### src/rtl/filter_border_pad_if.sv
// Pixel handshake bundle for filter_border_pad: upstream pixel input, padded output and frame-done pulse.
// slave is the padding block's view; master is the surrounding pipeline's view.
interface filter_border_pad_if #(
  parameter int unsigned PW = 24
);
  logic          iValid;
  logic          iReady;
  logic [PW-1:0] iData;
  logic          oValid;
  logic          oReady;
  logic [PW-1:0] oData;
  logic          oBorder;
  logic          oDone;

  modport master (
    output iValid, iData, oReady,
    input  iReady, oValid, oData, oBorder, oDone
  );

  modport slave (
    input  iValid, iData, oReady,
    output iReady, oValid, oData, oBorder, oDone
  );
endinterface

### src/rtl/filter_border_pad.sv
// Wraps a WIDTH x HEIGHT raster pixel stream with a B-pixel border (B = (KERNEL_SIZE-1)/2)
// in zero, constant or horizontal edge-replicate style, with valid/ready on both sides.
module filter_border_pad #(
  parameter int unsigned WIDTH       = 320,
  parameter int unsigned HEIGHT      = 240,
  parameter int unsigned KERNEL_SIZE = 3,
  parameter int unsigned CHANNELS    = 3,
  parameter int unsigned DW          = 8
) (
  input  logic                     clk,
  input  logic                     reset,
  input  logic                     newFrame,
  input  logic [1:0]               padMode,
  input  logic [CHANNELS*DW-1:0]   padValue,
  filter_border_pad_if.slave       bus
);

  localparam int unsigned PW    = CHANNELS * DW;
  localparam int unsigned B     = (KERNEL_SIZE - 1) / 2;
  localparam int unsigned PAD_W = WIDTH + 2 * B;
  localparam int unsigned PAD_H = HEIGHT + 2 * B;
  localparam int unsigned XW    = $clog2(PAD_W + 1);
  localparam int unsigned YW    = $clog2(PAD_H + 1);

  localparam logic [1:0] MODE_CONST = 2'd1;
  localparam logic [1:0] MODE_REPL  = 2'd2;

  typedef enum logic [2:0] {IDLE, TOP, LEFT, DATA, RIGHT, BOTTOM, DONE} state_t;

  state_t        state;
  logic [XW-1:0] x;
  logic [YW-1:0] y;
  logic [1:0]    mode;
  logic [PW-1:0] value;
  logic [PW-1:0] last_pix;

  logic          adv;
  logic          repl;
  logic [PW-1:0] fill;
  logic          x_row_end;
  logic          x_b_end;
  logic          x_w_end;

  // Output register may load a new beat when empty or being drained this cycle.
  assign adv       = !bus.oValid || bus.oReady;
  assign repl      = (mode == MODE_REPL);
  // Reserved mode 3 falls through to zero fill.
  assign fill      = (mode == MODE_CONST) ? value : '0;
  assign x_row_end = (x == XW'(PAD_W - 1));
  assign x_b_end   = (x == XW'(B - 1));
  assign x_w_end   = (x == XW'(WIDTH - 1));

  assign bus.iReady = (state == DATA) && adv;

  always_ff @(posedge clk or negedge reset) begin
    if (!reset) begin
      state       <= IDLE;
      x           <= '0;
      y           <= '0;
      mode        <= '0;
      value       <= '0;
      last_pix    <= '0;
      bus.oValid  <= 1'b0;
      bus.oData   <= '0;
      bus.oBorder <= 1'b0;
      bus.oDone   <= 1'b0;
    end else begin
      bus.oDone <= 1'b0;
      case (state)
        IDLE: begin
          // A newFrame coinciding with the previous frame's done pulse is dropped.
          if (newFrame && !bus.oDone) begin
            mode  <= padMode;
            value <= padValue;
            x     <= '0;
            y     <= '0;
            state <= TOP;
          end
        end
        TOP, BOTTOM: begin
          if (adv) begin
            bus.oValid  <= 1'b1;
            bus.oBorder <= 1'b1;
            bus.oData   <= fill;
            if (x_row_end) begin
              x <= '0;
              y <= y + YW'(1);
              if (state == TOP && y == YW'(B - 1))
                state <= LEFT;
              else if (state == BOTTOM && y == YW'(PAD_H - 1))
                state <= DONE;
            end else begin
              x <= x + XW'(1);
            end
          end
        end
        LEFT: begin
          if (adv) begin
            // Replicate peeks the row's first pixel, so it must wait for it.
            if (repl && !bus.iValid) begin
              bus.oValid <= 1'b0;
            end else begin
              bus.oValid  <= 1'b1;
              bus.oBorder <= 1'b1;
              bus.oData   <= repl ? bus.iData : fill;
              if (x_b_end) begin
                x     <= '0;
                state <= DATA;
              end else begin
                x <= x + XW'(1);
              end
            end
          end
        end
        DATA: begin
          if (adv) begin
            if (bus.iValid) begin
              bus.oValid  <= 1'b1;
              bus.oBorder <= 1'b0;
              bus.oData   <= bus.iData;
              last_pix    <= bus.iData;
              if (x_w_end) begin
                x     <= '0;
                state <= RIGHT;
              end else begin
                x <= x + XW'(1);
              end
            end else begin
              bus.oValid <= 1'b0;
            end
          end
        end
        RIGHT: begin
          if (adv) begin
            bus.oValid  <= 1'b1;
            bus.oBorder <= 1'b1;
            bus.oData   <= repl ? last_pix : fill;
            if (x_b_end) begin
              x     <= '0;
              y     <= y + YW'(1);
              state <= (y == YW'(B + HEIGHT - 1)) ? BOTTOM : LEFT;
            end else begin
              x <= x + XW'(1);
            end
          end
        end
        DONE: begin
          // Wait for the final beat to drain before signalling completion.
          if (adv) begin
            bus.oValid <= 1'b0;
            bus.oDone  <= 1'b1;
            state      <= IDLE;
          end
        end
        default: state <= IDLE;
      endcase
    end
  end

endmodule

### src/flat_wrapper.sv
// flat-port wrapper written by rule: the top's interface ports become plain ports
module filter_border_pad_flat 
#(
  parameter int unsigned WIDTH       = 320,
  parameter int unsigned HEIGHT      = 240,
  parameter int unsigned KERNEL_SIZE = 3,
  parameter int unsigned CHANNELS    = 3,
  parameter int unsigned DW          = 8
)
  (clk, reset, newFrame, padMode, padValue, bus_iValid, bus_iData, bus_oReady, bus_iReady, bus_oValid, bus_oData, bus_oBorder, bus_oDone);
  filter_border_pad_if #(.PW(24)) bus_i ();
  input  logic clk;
  input  logic reset;
  input  logic newFrame;
  input  logic [1:0] padMode;
  input  logic [CHANNELS*DW-1:0] padValue;
  input wire logic [$bits(bus_i.iValid)-1:0] bus_iValid;
  input wire logic [$bits(bus_i.iData)-1:0] bus_iData;
  input wire logic [$bits(bus_i.oReady)-1:0] bus_oReady;
  output wire logic [$bits(bus_i.iReady)-1:0] bus_iReady;
  output wire logic [$bits(bus_i.oValid)-1:0] bus_oValid;
  output wire logic [$bits(bus_i.oData)-1:0] bus_oData;
  output wire logic [$bits(bus_i.oBorder)-1:0] bus_oBorder;
  output wire logic [$bits(bus_i.oDone)-1:0] bus_oDone;
  assign bus_i.iValid = bus_iValid;
  assign bus_i.iData = bus_iData;
  assign bus_i.oReady = bus_oReady;
  assign bus_iReady = bus_i.iReady;
  assign bus_oValid = bus_i.oValid;
  assign bus_oData = bus_i.oData;
  assign bus_oBorder = bus_i.oBorder;
  assign bus_oDone = bus_i.oDone;
  filter_border_pad #(.WIDTH(WIDTH), .HEIGHT(HEIGHT), .KERNEL_SIZE(KERNEL_SIZE), .CHANNELS(CHANNELS), .DW(DW)) u_core (.clk(clk), .reset(reset), .newFrame(newFrame), .padMode(padMode), .padValue(padValue), .bus(bus_i));
endmodule
### config.mk
export PLATFORM = sky130hd
export DESIGN_NAME = filter_border_pad_flat
export DESIGN_NICKNAME = d
export VERILOG_FILES = /design/src/rtl/filter_border_pad_if.sv /design/src/rtl/filter_border_pad.sv /design/src/flat_wrapper.sv
export SDC_FILE = /design/constraint.sdc
export NUM_CORES = 1
export LEC_CHECK = 0
export CAP_MARGIN = 30
export CORE_MARGIN = 4
export CORE_UTILIZATION = 58
export CTS_CLUSTER_DIAMETER = 40
export DETAILED_ROUTE_END_ITERATION = 8
export GPL_TIMING_DRIVEN = 0
export PLACE_DENSITY = 0.95
export SYNTH_ARGS = -nofsm -noshare
export SYNTH_HDL_FRONTEND = slang
export SYNTH_SLANG_ARGS = --single-unit
### constraint.sdc
create_clock -name clk -period 6.1 [get_ports clk]
set_input_delay 1.22 -clock clk [delete_from_list [all_inputs] [get_ports clk]]
set_output_delay 1.22 -clock clk [all_outputs]
set_load 0.01 [all_outputs]
Word level (Yosys, flattened, before mapping)
Index checks and enable logic that the tools add are counted.

Register bits: 97. Input bits: 55. Logic and storage cells: 122.

$add $sub $neg: 2. Equal/unequal tests: 26. Mux-type cells: 57. Reductions and logical operators: 27.

Operators by type and width (count): $mux 24 (9); $pmux 24 s4 (1); $mux 9 (10); $mux 3 (15); $pmux 9 s5 (1); $mux 8 (5); $pmux 8 s3 (1); $ne 2x1->1 const B (11); $eq 9x9->1 const B (2); $pmux 3 s6 (1); $eq 8x8->1 const B (2); $reduce_and 13->1 (1); $mux 1 (12); $reduce_and 6->1 (2); $add 9x1->9 const B (1); $eq 3x3->1 const B (3); $logic_not 9->1 (1); $add 8x1->8 const B (1); $logic_not 8->1 (1); $reduce_and 8->1 (1); $reduce_bool 4->1 (2); $reduce_and 7->1 (1); $eq 3x2->1 const B (2); $reduce_bool 3->1 (2); 17 further kinds (24).

Longest topological paths before layout
Gate-level depths: netlist of the first run.

Word-level depth: 7. Gate-level depth with buffers: 8. Gate-level depth less buffers: 7.

Worst setup path after synthesis of the first run
OpenSTA, ideal clock, no wires.

Path kind: input to output. From: input bus_oReady. To: output bus_iReady. Data arrival time: 1.556 ns. Path slack: 3.324 ns. Cell stages on the path: 2. Cell sequence: nor2b_1 nor2_1.

Word-level cells in the longest chain between the ends: 2.

RTL lines: start, declared (RTL line flat_wrapper.sv:19) `input wire logic [$bits(bus_i.oReady)-1:0] bus_oReady;`; $logic_or 1x1->1 (RTL line filter_border_pad.sv:45) `assign adv = !bus.oValid || bus.oReady;`; $logic_and 1x1->1 (RTL line filter_border_pad.sv:53) `assign bus.iReady = (state == DATA) && adv;`; end, declared (RTL line flat_wrapper.sv:20) `output wire logic [$bits(bus_i.iReady)-1:0] bus_iReady;`.

No other way between the ends.

Worst setup path in the final report of the first run
Ends and elaborated chain as after synthesis.

==> report_table.html, run 1 <==
<table>
<tr><th>Metric</th><th>Value</th></tr>
<tr><th colspan="2">Critical path</th></tr>
<tr><td>Endpoint class of the critical path</td><td>output port</td></tr>
<tr><td>Worst setup SP type</td><td>primary input</td></tr>
<tr><td>Type of the setup path with the least slack</td><td>primary input to output port</td></tr>
<tr><td>Maximum fanout along the worst path</td><td>5</td></tr>
<tr><td>Req. time, crit path</td><td>about 4900 ps</td></tr>
<tr><td>Register-to-register path setup slack</td><td>between 3000 and 4000 ps</td></tr>
<tr><td>Critical path arrival</td><td>2580 ps</td></tr>
<tr><th colspan="2">Route</th></tr>
<tr><td>Overall routed net length</td><td>14400 µm</td></tr>
<tr><td>Via total after detailed routing</td><td>4657</td></tr>
<tr><td>Number of design rule violations left after detail routing</td><td>0</td></tr>
<tr><td>Initial detailed-routing violation count</td><td>740</td></tr>
<tr><td>Detail-routed net length per standard cell</td><td>20.1 µm</td></tr>
<tr><td>DRT Pass-1 Iters</td><td>6</td></tr>
<tr><td>Via/cell ratio</td><td>6.51</td></tr>
<tr><td>Remaining number of nets flagged by the antenna check after routing</td><td>0</td></tr>
<tr><th colspan="2">Synthesis</th></tr>
<tr><td>Flip-flop and latch count after synthesis</td><td>97</td></tr>
<tr><td>Top flip-flop cell by instance count after synthesis</td><td>dfrtp_1</td></tr>
<tr><td>Syn avg cell area</td><td>9.94 µm²</td></tr>
<tr><td>Share of the synthesized area in the top cell type</td><td>47.8%</td></tr>
<tr><td>Syn_nets</td><td>572</td></tr>
<tr><td>Sequential share of the synthesized area</td><td>between 40 and 50%</td></tr>
<tr><td>Async SR Flop Fraction</td><td>100%</td></tr>
<tr><td>Cell type with the largest total area after synthesis</td><td>dfrtp_1</td></tr>
<tr><td>Mapped cell area</td><td>5080 µm²</td></tr>
<tr><td>Leading post-synthesis cells by cell area</td><td>dfrtp_1 48%, mux2_2 7.5%, nand2_1 6.7%, mux2i_1 3.7%, a22o_1 2.6%</td></tr>
<tr><td>Most numerous cell in the Yosys netlist</td><td>dfrtp_1</td></tr>
<tr><td>Commonest cells in the netlist</td><td>97 x dfrtp_1, 91 x nand2_1, 34 x mux2_2</td></tr>
<tr><td>Number of distinct library cell variants in the gate-level netlist after synthesis</td><td>56</td></tr>
<tr><td>Number of instances in the synthesized netlist</td><td>between 500 and 600</td></tr>
<tr><td>Number of enable-type register cells in the synthesized netlist</td><td>0</td></tr>
<tr><td>YS warnings</td><td>0</td></tr>
<tr><th colspan="2">STA</th></tr>
<tr><td>Post-Route Setup TNS</td><td>0 ps</td></tr>
<tr><td>Post-layout min period</td><td>3800 ps</td></tr>
<tr><td>Maximum achievable frequency</td><td>approximately 0.26 GHz</td></tr>
<tr><td>Slew at the pin closest to its max-slew limit</td><td>976 ps</td></tr>
<tr><td>RSZ-0062 raised after global routing</td><td>false</td></tr>
<tr><td>Total count of max-transition violations in the final report</td><td>0</td></tr>
<tr><td>Post-route clock skew</td><td>roughly 11 ps</td></tr>
<tr><td>Number of hold-slack violations in the final timing report</td><td>0</td></tr>
<tr><td>Number of setup violations in the final report</td><td>0</td></tr>
<tr><td>Period utilisation layout</td><td>62.3%</td></tr>
<tr><td>Final critical-path setup slack</td><td>2300 ps</td></tr>
<tr><td>Final Hold Slack</td><td>between 400 and 500 ps</td></tr>
<tr><td>Worst slew margin relative to its limit</td><td>34.0%</td></tr>
<tr><th colspan="2">Layout</th></tr>
<tr><td>Count of inserted antenna diode cells</td><td>0</td></tr>
<tr><td>Filler-free cell count of the finished design</td><td>715</td></tr>
<tr><td>Fraction of layout cells with a size suffix above 1</td><td>10.3%</td></tr>
<tr><td>P&amp;R area growth vs syn</td><td>23.8%</td></tr>
<tr><td>Total of fill cells in the finished design</td><td>about 520</td></tr>
<tr><td>Post-route cell area</td><td>6290 µm²</td></tr>
<tr><td>Share of the core filled with cells</td><td>75.1%</td></tr>
<tr><td>Final net count</td><td>666</td></tr>
<tr><th colspan="2">Place</th></tr>
<tr><td>Port Buffers</td><td>82</td></tr>
<tr><td>Placed inst area</td><td>6060 µm²</td></tr>
<tr><td>Half-perimeter wire length of the detailed placement result</td><td>10200 µm</td></tr>
<tr><td>Placement Setup Slack</td><td>2300 ps</td></tr>
<tr><td>Number of placed instances with taps included</td><td>~700</td></tr>
<tr><td>Placer Congestion</td><td>0.972</td></tr>
<tr><th colspan="2">Clock network</th></tr>
<tr><td>Number of buffers inserted during clock tree synthesis</td><td>9</td></tr>
<tr><td>Clk Latency, worst-skew pair</td><td>380 ps</td></tr>
<tr><td>Post-cts sizing count</td><td>0</td></tr>
<tr><td>Longest Clk Path Bufs</td><td>2</td></tr>
<tr><td>Buffers inserted during post-CTS setup optimization</td><td>0</td></tr>
<tr><td>Post-CTS Hold Fix Bufs</td><td>0</td></tr>
<tr><td>Deepest level of the CTS H-tree</td><td>3</td></tr>
<tr><td>Root buffer cell</td><td>clkbuf_8</td></tr>
<tr><td>Clock transition at the register clock pins on the worst setup and hold paths after CTS</td><td>about 100 ps</td></tr>
<tr><td>CTS tree</td><td>built</td></tr>
<tr><td>TritonCTS sink count</td><td>97</td></tr>
<tr><th colspan="2">Floorplanning</th></tr>
<tr><td>Row Count</td><td>33</td></tr>
<tr><td>Standard cell core area</td><td>8380 µm²</td></tr>
<tr><td>Number of primary I/O pins</td><td>83</td></tr>
<tr><td>Effective utilization at floorplan</td><td>60.6%</td></tr>
<tr><td>Die height</td><td>102 µm</td></tr>
<tr><td>Die W</td><td>roughly 100 µm</td></tr>
<tr><td>Die area</td><td>just over 10000 µm²</td></tr>
<tr><th colspan="2">GRT</th></tr>
<tr><td>First-pass GRT wire length</td><td>about 23000 µm</td></tr>
<tr><td>Fraction of met2 tracks used by global routing</td><td>between 40% and 50%</td></tr>
<tr><td>Vias in the first global route</td><td>approximately 4800</td></tr>
<tr><td>Initial antenna violation count</td><td>0</td></tr>
<tr><td>Largest net degree at the start of global routing</td><td>63</td></tr>
<tr><td>Total grt overflow</td><td>0</td></tr>
<tr><td>Busiest layer in global routing</td><td>met2</td></tr>
<tr><td>Global-route usage over all layers</td><td>28.3%</td></tr>
<tr><td>Met1 track demand over resource</td><td>35.2%</td></tr>
<tr><td>Met3 usage in global routing</td><td>5.85%</td></tr>
<tr><th colspan="2">Power</th></tr>
<tr><td>Power per cell area</td><td>about 490 nW/µm²</td></tr>
<tr><td>Total Power</td><td>3.09 mW</td></tr>
<tr><td>Static leakage</td><td>2.80 nW</td></tr>
<tr><td>Maximum vdd drop</td><td>0.275 mV</td></tr>
<tr><th colspan="2">Hold path</th></tr>
<tr><td>Min-Delay Path Class</td><td>flip-flop to flip-flop</td></tr>
<tr><th colspan="2">Outcome</th></tr>
<tr><td>Result of the run</td><td>complete, no violations</td></tr>
<tr><th colspan="2">Run</th></tr>
<tr><td>Max Cap Violations</td><td>0</td></tr>
</table>
-- layout make-up --
type | count | area [µm²] | share of cell area, %
timing repair buffer | 83 | 846 | 13.4
clock buffer | 9 | 124 | 1.97
sequential | 97 | 2430 | 38.6
multi-input combinational | 350 | 2390 | 37.9
buffer | 34 | 153 | 2.43
tap | 105 | 131 | 2.09
inverter | 30 | 113 | 1.79
clock inverter | 7 | 110 | 1.75
-- worst paths after layout --
kind,endpoint,from,depth (start not counted)
hold / removal,u_core.value[15],u_core.value[15],2
min in group asynchronous,u_core.x[3],reset,1
setup reg to reg,u_core.bus.oData[10],u_core.mode[1],7
max in group asynchronous,u_core.bus.oData[17],reset,2
hold reg to reg,u_core.value[15],u_core.value[15],2
setup / recovery,bus_iReady,bus_oReady,4
-- layout by cell type, fill, tap and decap left out, types with 8 or more instances in the layout --
cell type         n
a21o_1            8
a21oi_1          22
nand3_1          11
nor2_1           17
mux2i_1          19
nand4_1           8
clkbuf_8          9
a32o_1           12
nand2_1          91
dfrtp_1          97
a22oi_1           8
o21ai_0           8
a22o_1           15
mux2_2           34
clkbuf_1         24
a222oi_1         12
inv_1            30
nand2b_1         12
clkdlybuf4s50_1  81
-- sequential cells by signal, summed over array words and instances (netlist names) --
| signal | cells |
|---|---|
| u_core.bus.oData | 24 |
| u_core.last_pix | 24 |
| u_core.value | 24 |
| u_core.x | 9 |
| u_core.y | 8 |
| u_core.state | 3 |
| u_core.mode | 2 |
| u_core.bus.oBorder | 1 |
| u_core.bus.oDone | 1 |
| u_core.bus.oValid | 1 |
-- per-layer routing --
metal	wire, µm	vias to the layer above
li1	-	2045
met1	5350	2229
met2	7230	325
met3	1380	58
met4	438	0
met5	0	-
-- cell families after synthesis --
group	Yosys count	synth area share, %
adders and majority gates	6	1.48
DFF	97	47.8
xor gates and xnor gates	1	0.172
AOI/OAI and AO/OA	113	17.0
muxes	53	11.3
and+or+nand+nor	177	17.0
buffers and inverters	64	5.22
-- where the power goes --
group	internal [mW]	leakage, nW	total (mW)	switching, mW
logic	0.673	1.46	1.53	0.856
registers	0.894	1.23	1.08	0.181
clock network	0.240	0.119	0.490	0.251
total	1.81	2.80	3.09	1.29
-- worst max-delay path: stages --
cell	delay [ps]
clkdlybuf4s50_1	420
nor2b_1	310
nor2_1	140
clkdlybuf4s50_1	500
Power figures use the tool's default switching activity.
==> run 2: changes to the inputs <==
--- a/config.mk
+++ b/config.mk
@@ -7,11 +7,11 @@
 export LEC_CHECK = 0
 export CAP_MARGIN = 30
 export CORE_MARGIN = 4
-export CORE_UTILIZATION = 58
+export CORE_UTILIZATION = 54
 export CTS_CLUSTER_DIAMETER = 40
 export DETAILED_ROUTE_END_ITERATION = 8
 export GPL_TIMING_DRIVEN = 0
-export PLACE_DENSITY = 0.95
+export PLACE_DENSITY = 0.91
 export SYNTH_ARGS = -nofsm -noshare
 export SYNTH_HDL_FRONTEND = slang
 export SYNTH_SLANG_ARGS = --single-unit
==> constraint.sdc (replaced) <==
create_clock -name clk -period 3.8 [get_ports clk]
set_input_delay 0.76 -clock clk [delete_from_list [all_inputs] [get_ports clk]]
set_output_delay 0.76 -clock clk [all_outputs]
set_load 0.01 [all_outputs]
==> run 2 against run 1 <==
Net effect: clock skew up 4.5 ps; worst setup slack worse by 1400 ps; via count down 1.5%; die area up 6.8%; routed wire length down 3.2%; first-iteration DRC count down 43%; sequential power up 59%; cell area down 0.12%; sequential share of layout area about the same; flip-flop and latch count unchanged; critical path type unchanged; highest routed layer unchanged.
==> report_table.html, run 2 (synthesized netlist as in run 1, its figures left out) <==
<table>
<tr><th>Metric</th><th>Value</th></tr>
<tr><th colspan="2">Critical path</th></tr>
<tr><td>Critical path arrival</td><td>about 2100 ps</td></tr>
<tr><td>Type of the setup path with the least slack</td><td>primary input to output port</td></tr>
<tr><td>Crit-path slowest cell</td><td>clkdlybuf4s50_1</td></tr>
<tr><td>Maximum fanout along the worst path</td><td>5</td></tr>
<tr><td>Cell breakdown of the critical path</td><td>clkdlybuf4s50_1 -&gt; nor2b_1 -&gt; nor2_1 -&gt; clkdlybuf4s50_1</td></tr>
<tr><td>Most Frequent Cell on Critical Path</td><td>clkdlybuf4s50_1</td></tr>
<tr><td>Stage delay of the slowest cell on the critical path</td><td>500 ps</td></tr>
<tr><td>Top Family by Delay on Critical Path</td><td>buffers and inverters</td></tr>
<tr><td>Endpoint class of the critical path</td><td>output port</td></tr>
<tr><td>Combined buffer and inverter count along the critical path</td><td>2</td></tr>
<tr><td>Worst setup SP type</td><td>primary input</td></tr>
<tr><td>Req. time, crit path</td><td>around 3000 ps</td></tr>
<tr><th colspan="2">Floorplanning</th></tr>
<tr><td>Effective utilization at floorplan</td><td>between 50 and 60%</td></tr>
<tr><td>Number of primary I/O pins</td><td>83</td></tr>
<tr><td>Die W</td><td>approximately 100 µm</td></tr>
<tr><td>Row Count</td><td>35</td></tr>
<tr><td>Standard cell core area</td><td>9200 µm²</td></tr>
<tr><td>Die height</td><td>between 100 and 150 µm</td></tr>
<tr><td>Die area</td><td>between 10000 and 15000 µm²</td></tr>
<tr><th colspan="2">Power</th></tr>
<tr><td>Sw Pwr</td><td>2.04 mW</td></tr>
<tr><td>Combinational share of power</td><td>49.5%</td></tr>
<tr><td>Part of the total power dissipated in sequential elements</td><td>35.2%</td></tr>
<tr><td>Static leakage</td><td>2.80 nW</td></tr>
<tr><td>Internal power summed over all cells</td><td>2.84 mW</td></tr>
<tr><td>Maximum vdd drop</td><td>approximately 0.44 mV</td></tr>
<tr><td>Portion of total power attributed to the clock network</td><td>between 10% and 20%</td></tr>
<tr><td>Total Power</td><td>4.88 mW</td></tr>
<tr><td>Power per cell area</td><td>776 nW/µm²</td></tr>
<tr><td>Switching share of total power</td><td>41.8%</td></tr>
<tr><th colspan="2">STA</th></tr>
<tr><td>RSZ-0062 raised after global routing</td><td>false</td></tr>
<tr><td>Post-route clock skew</td><td>15.8 ps</td></tr>
<tr><td>Slew at the pin closest to its max-slew limit</td><td>1050 ps</td></tr>
<tr><td>Final critical-path setup slack</td><td>911 ps</td></tr>
<tr><td>Post-layout min period</td><td>2890 ps</td></tr>
<tr><td>Final Hold Slack</td><td>353 ps</td></tr>
<tr><td>Number of setup violations in the final report</td><td>0</td></tr>
<tr><td>Total count of max-transition violations in the final report</td><td>0</td></tr>
<tr><td>Period utilisation layout</td><td>between 70% and 80%</td></tr>
<tr><td>Maximum achievable frequency</td><td>between 0.3 and 0.4 GHz</td></tr>
<tr><td>Number of hold-slack violations in the final timing report</td><td>0</td></tr>
<tr><td>Worst slew margin relative to its limit</td><td>28.9%</td></tr>
<tr><th colspan="2">GRT</th></tr>
<tr><td>Global-route usage over all layers</td><td>approximately a quarter</td></tr>
<tr><td>Total grt overflow</td><td>0</td></tr>
<tr><td>First-pass GRT wire length</td><td>22800 µm</td></tr>
<tr><td>Vias in the first global route</td><td>4607</td></tr>
<tr><td>Largest net degree at the start of global routing</td><td>roughly 60</td></tr>
<tr><td>Initial antenna violation count</td><td>0</td></tr>
<tr><th colspan="2">Place</th></tr>
<tr><td>Half-perimeter wire length of the detailed placement result</td><td>9930 µm</td></tr>
<tr><td>Port Buffers</td><td>slightly above 80</td></tr>
<tr><td>Placement Setup Slack</td><td>around 830 ps</td></tr>
<tr><td>Placer Congestion</td><td>between 0.9 and 1</td></tr>
<tr><th colspan="2">Layout</th></tr>
<tr><td>Count of inserted antenna diode cells</td><td>0</td></tr>
<tr><td>Final net count</td><td>666</td></tr>
<tr><td>Share of the core filled with cells</td><td>68.3%</td></tr>
<tr><td>P&amp;R area growth vs syn</td><td>23.7%</td></tr>
<tr><td>Fraction of layout cells with a size suffix above 1</td><td>10.3%</td></tr>
<tr><td>Commonest non-fill, non-tap cell in the layout</td><td>dfrtp_1</td></tr>
<tr><td>Commonest cells after routing, fill and taps aside</td><td>97 x dfrtp_1, 91 x nand2_1, 81 x clkdlybuf4s50_1</td></tr>
<tr><td>Regs by FF count</td><td>u_core.bus.oData x24, u_core.last_pix x24, u_core.value x24</td></tr>
<tr><th colspan="2">Clock network</th></tr>
<tr><td>Buffers inserted during post-CTS setup optimization</td><td>0</td></tr>
<tr><td>Post-CTS Hold Fix Bufs</td><td>0</td></tr>
<tr><td>TritonCTS sink count</td><td>between 90 and 100</td></tr>
<tr><td>Number of buffers inserted during clock tree synthesis</td><td>9</td></tr>
<tr><td>Deepest level of the CTS H-tree</td><td>3</td></tr>
<tr><td>Clock transition at the register clock pins on the worst setup and hold paths after CTS</td><td>110 ps</td></tr>
<tr><td>Root buffer cell</td><td>clkbuf_8</td></tr>
<tr><td>Post-cts sizing count</td><td>0</td></tr>
<tr><td>CTS tree</td><td>built</td></tr>
<tr><td>Clk Latency, worst-skew pair</td><td>380 ps</td></tr>
<tr><td>Longest Clk Path Bufs</td><td>2</td></tr>
<tr><th colspan="2">Route</th></tr>
<tr><td>Detail-routed net length per standard cell</td><td>approximately 19 µm</td></tr>
<tr><td>Initial detailed-routing violation count</td><td>422</td></tr>
<tr><td>Remaining number of nets flagged by the antenna check after routing</td><td>0</td></tr>
<tr><td>Number of design rule violations left after detail routing</td><td>0</td></tr>
<tr><td>Via total after detailed routing</td><td>4587</td></tr>
<tr><td>Via/cell ratio</td><td>6.36</td></tr>
<tr><td>DRT Pass-1 Iters</td><td>7</td></tr>
<tr><td>Overall routed net length</td><td>13900 µm</td></tr>
<tr><th colspan="2">Run</th></tr>
<tr><td>Max Cap Violations</td><td>0</td></tr>
<tr><th colspan="2">Outcome</th></tr>
<tr><td>Result of the run</td><td>complete, no violations</td></tr>
<tr><th colspan="2">Hold path</th></tr>
<tr><td>Min-Delay Path Class</td><td>primary input to async pin</td></tr>
</table>
-- run 2: changes by cell type in the layout (fill, tap and decap cells not counted) --
cell | before | now
clkinv_2 | 1 | 0
inv_8 | 1 | 2
clkinv_4 | 0 | 1
bufinv_16 | 2 | 1
-- run 2: layout make-up --
class	instances	area (µm²)
buffer	34	153
clock buffer	9	124
clock inverter	7	95.1
fill	688	2910
inverter	30	113
multi-input combinational	350	2390
sequential	97	2430
tap	111	139
timing repair buffer	83	846
-- run 2: power by group through the flow --
stage	clock network (mW)	registers, mW	logic [mW]
detailed placement	0	1.72	2.37
finish	0.746	1.72	2.41
global placement	0	1.69	2.26
CTS	0.750	1.71	2.39
floorplan	0	1.69	1.58
global route	0.789	1.76	2.63
-- run 2: stage by stage --
step | cell area [µm²] | setup TNS (ps) | instances
3_3_place_gp | 6040 | -148140 | 704
6_report | 6280 | 0 | 721
5_1_grt | 6280 | 0 | 721
3_5_place_dp | 6060 | 0 | 705
2_1_floorplan | 5080 | 0 | 511
4_1_cts | 6280 | 0 | 721
-- run 2: path summary, 6_finish.rpt --
path                                       start                    to  slack [ps]  cells after the start
worst max-delay path                  bus_oReady            bus_iReady         910                      4
min in group clk                u_core.value[15]      u_core.value[15]         490                      2
max in group asynchronous                  reset   u_core.last_pix[17]        2760                      2
worst max register to register    u_core.mode[1]  u_core.bus.oData[10]        1190                      7
worst min register to register  u_core.value[15]      u_core.value[15]         490                      2
worst min-delay path                       reset       u_core.value[8]         350                      1
-- run 2: routing by layer --
metal | vias up | part of all wire [%] | global-route usage, % | wire, µm
li1 | 2038 | - | - | -
met1 | 2274 | 40 | 33.2 | 5530
met2 | 240 | 51 | 43.8 | 7100
met3 | 35 | 7.0 | 4.01 | 981
met4 | 0 | 2.4 | 8.34 | 336
met5 | - | 0 | 0 | 0
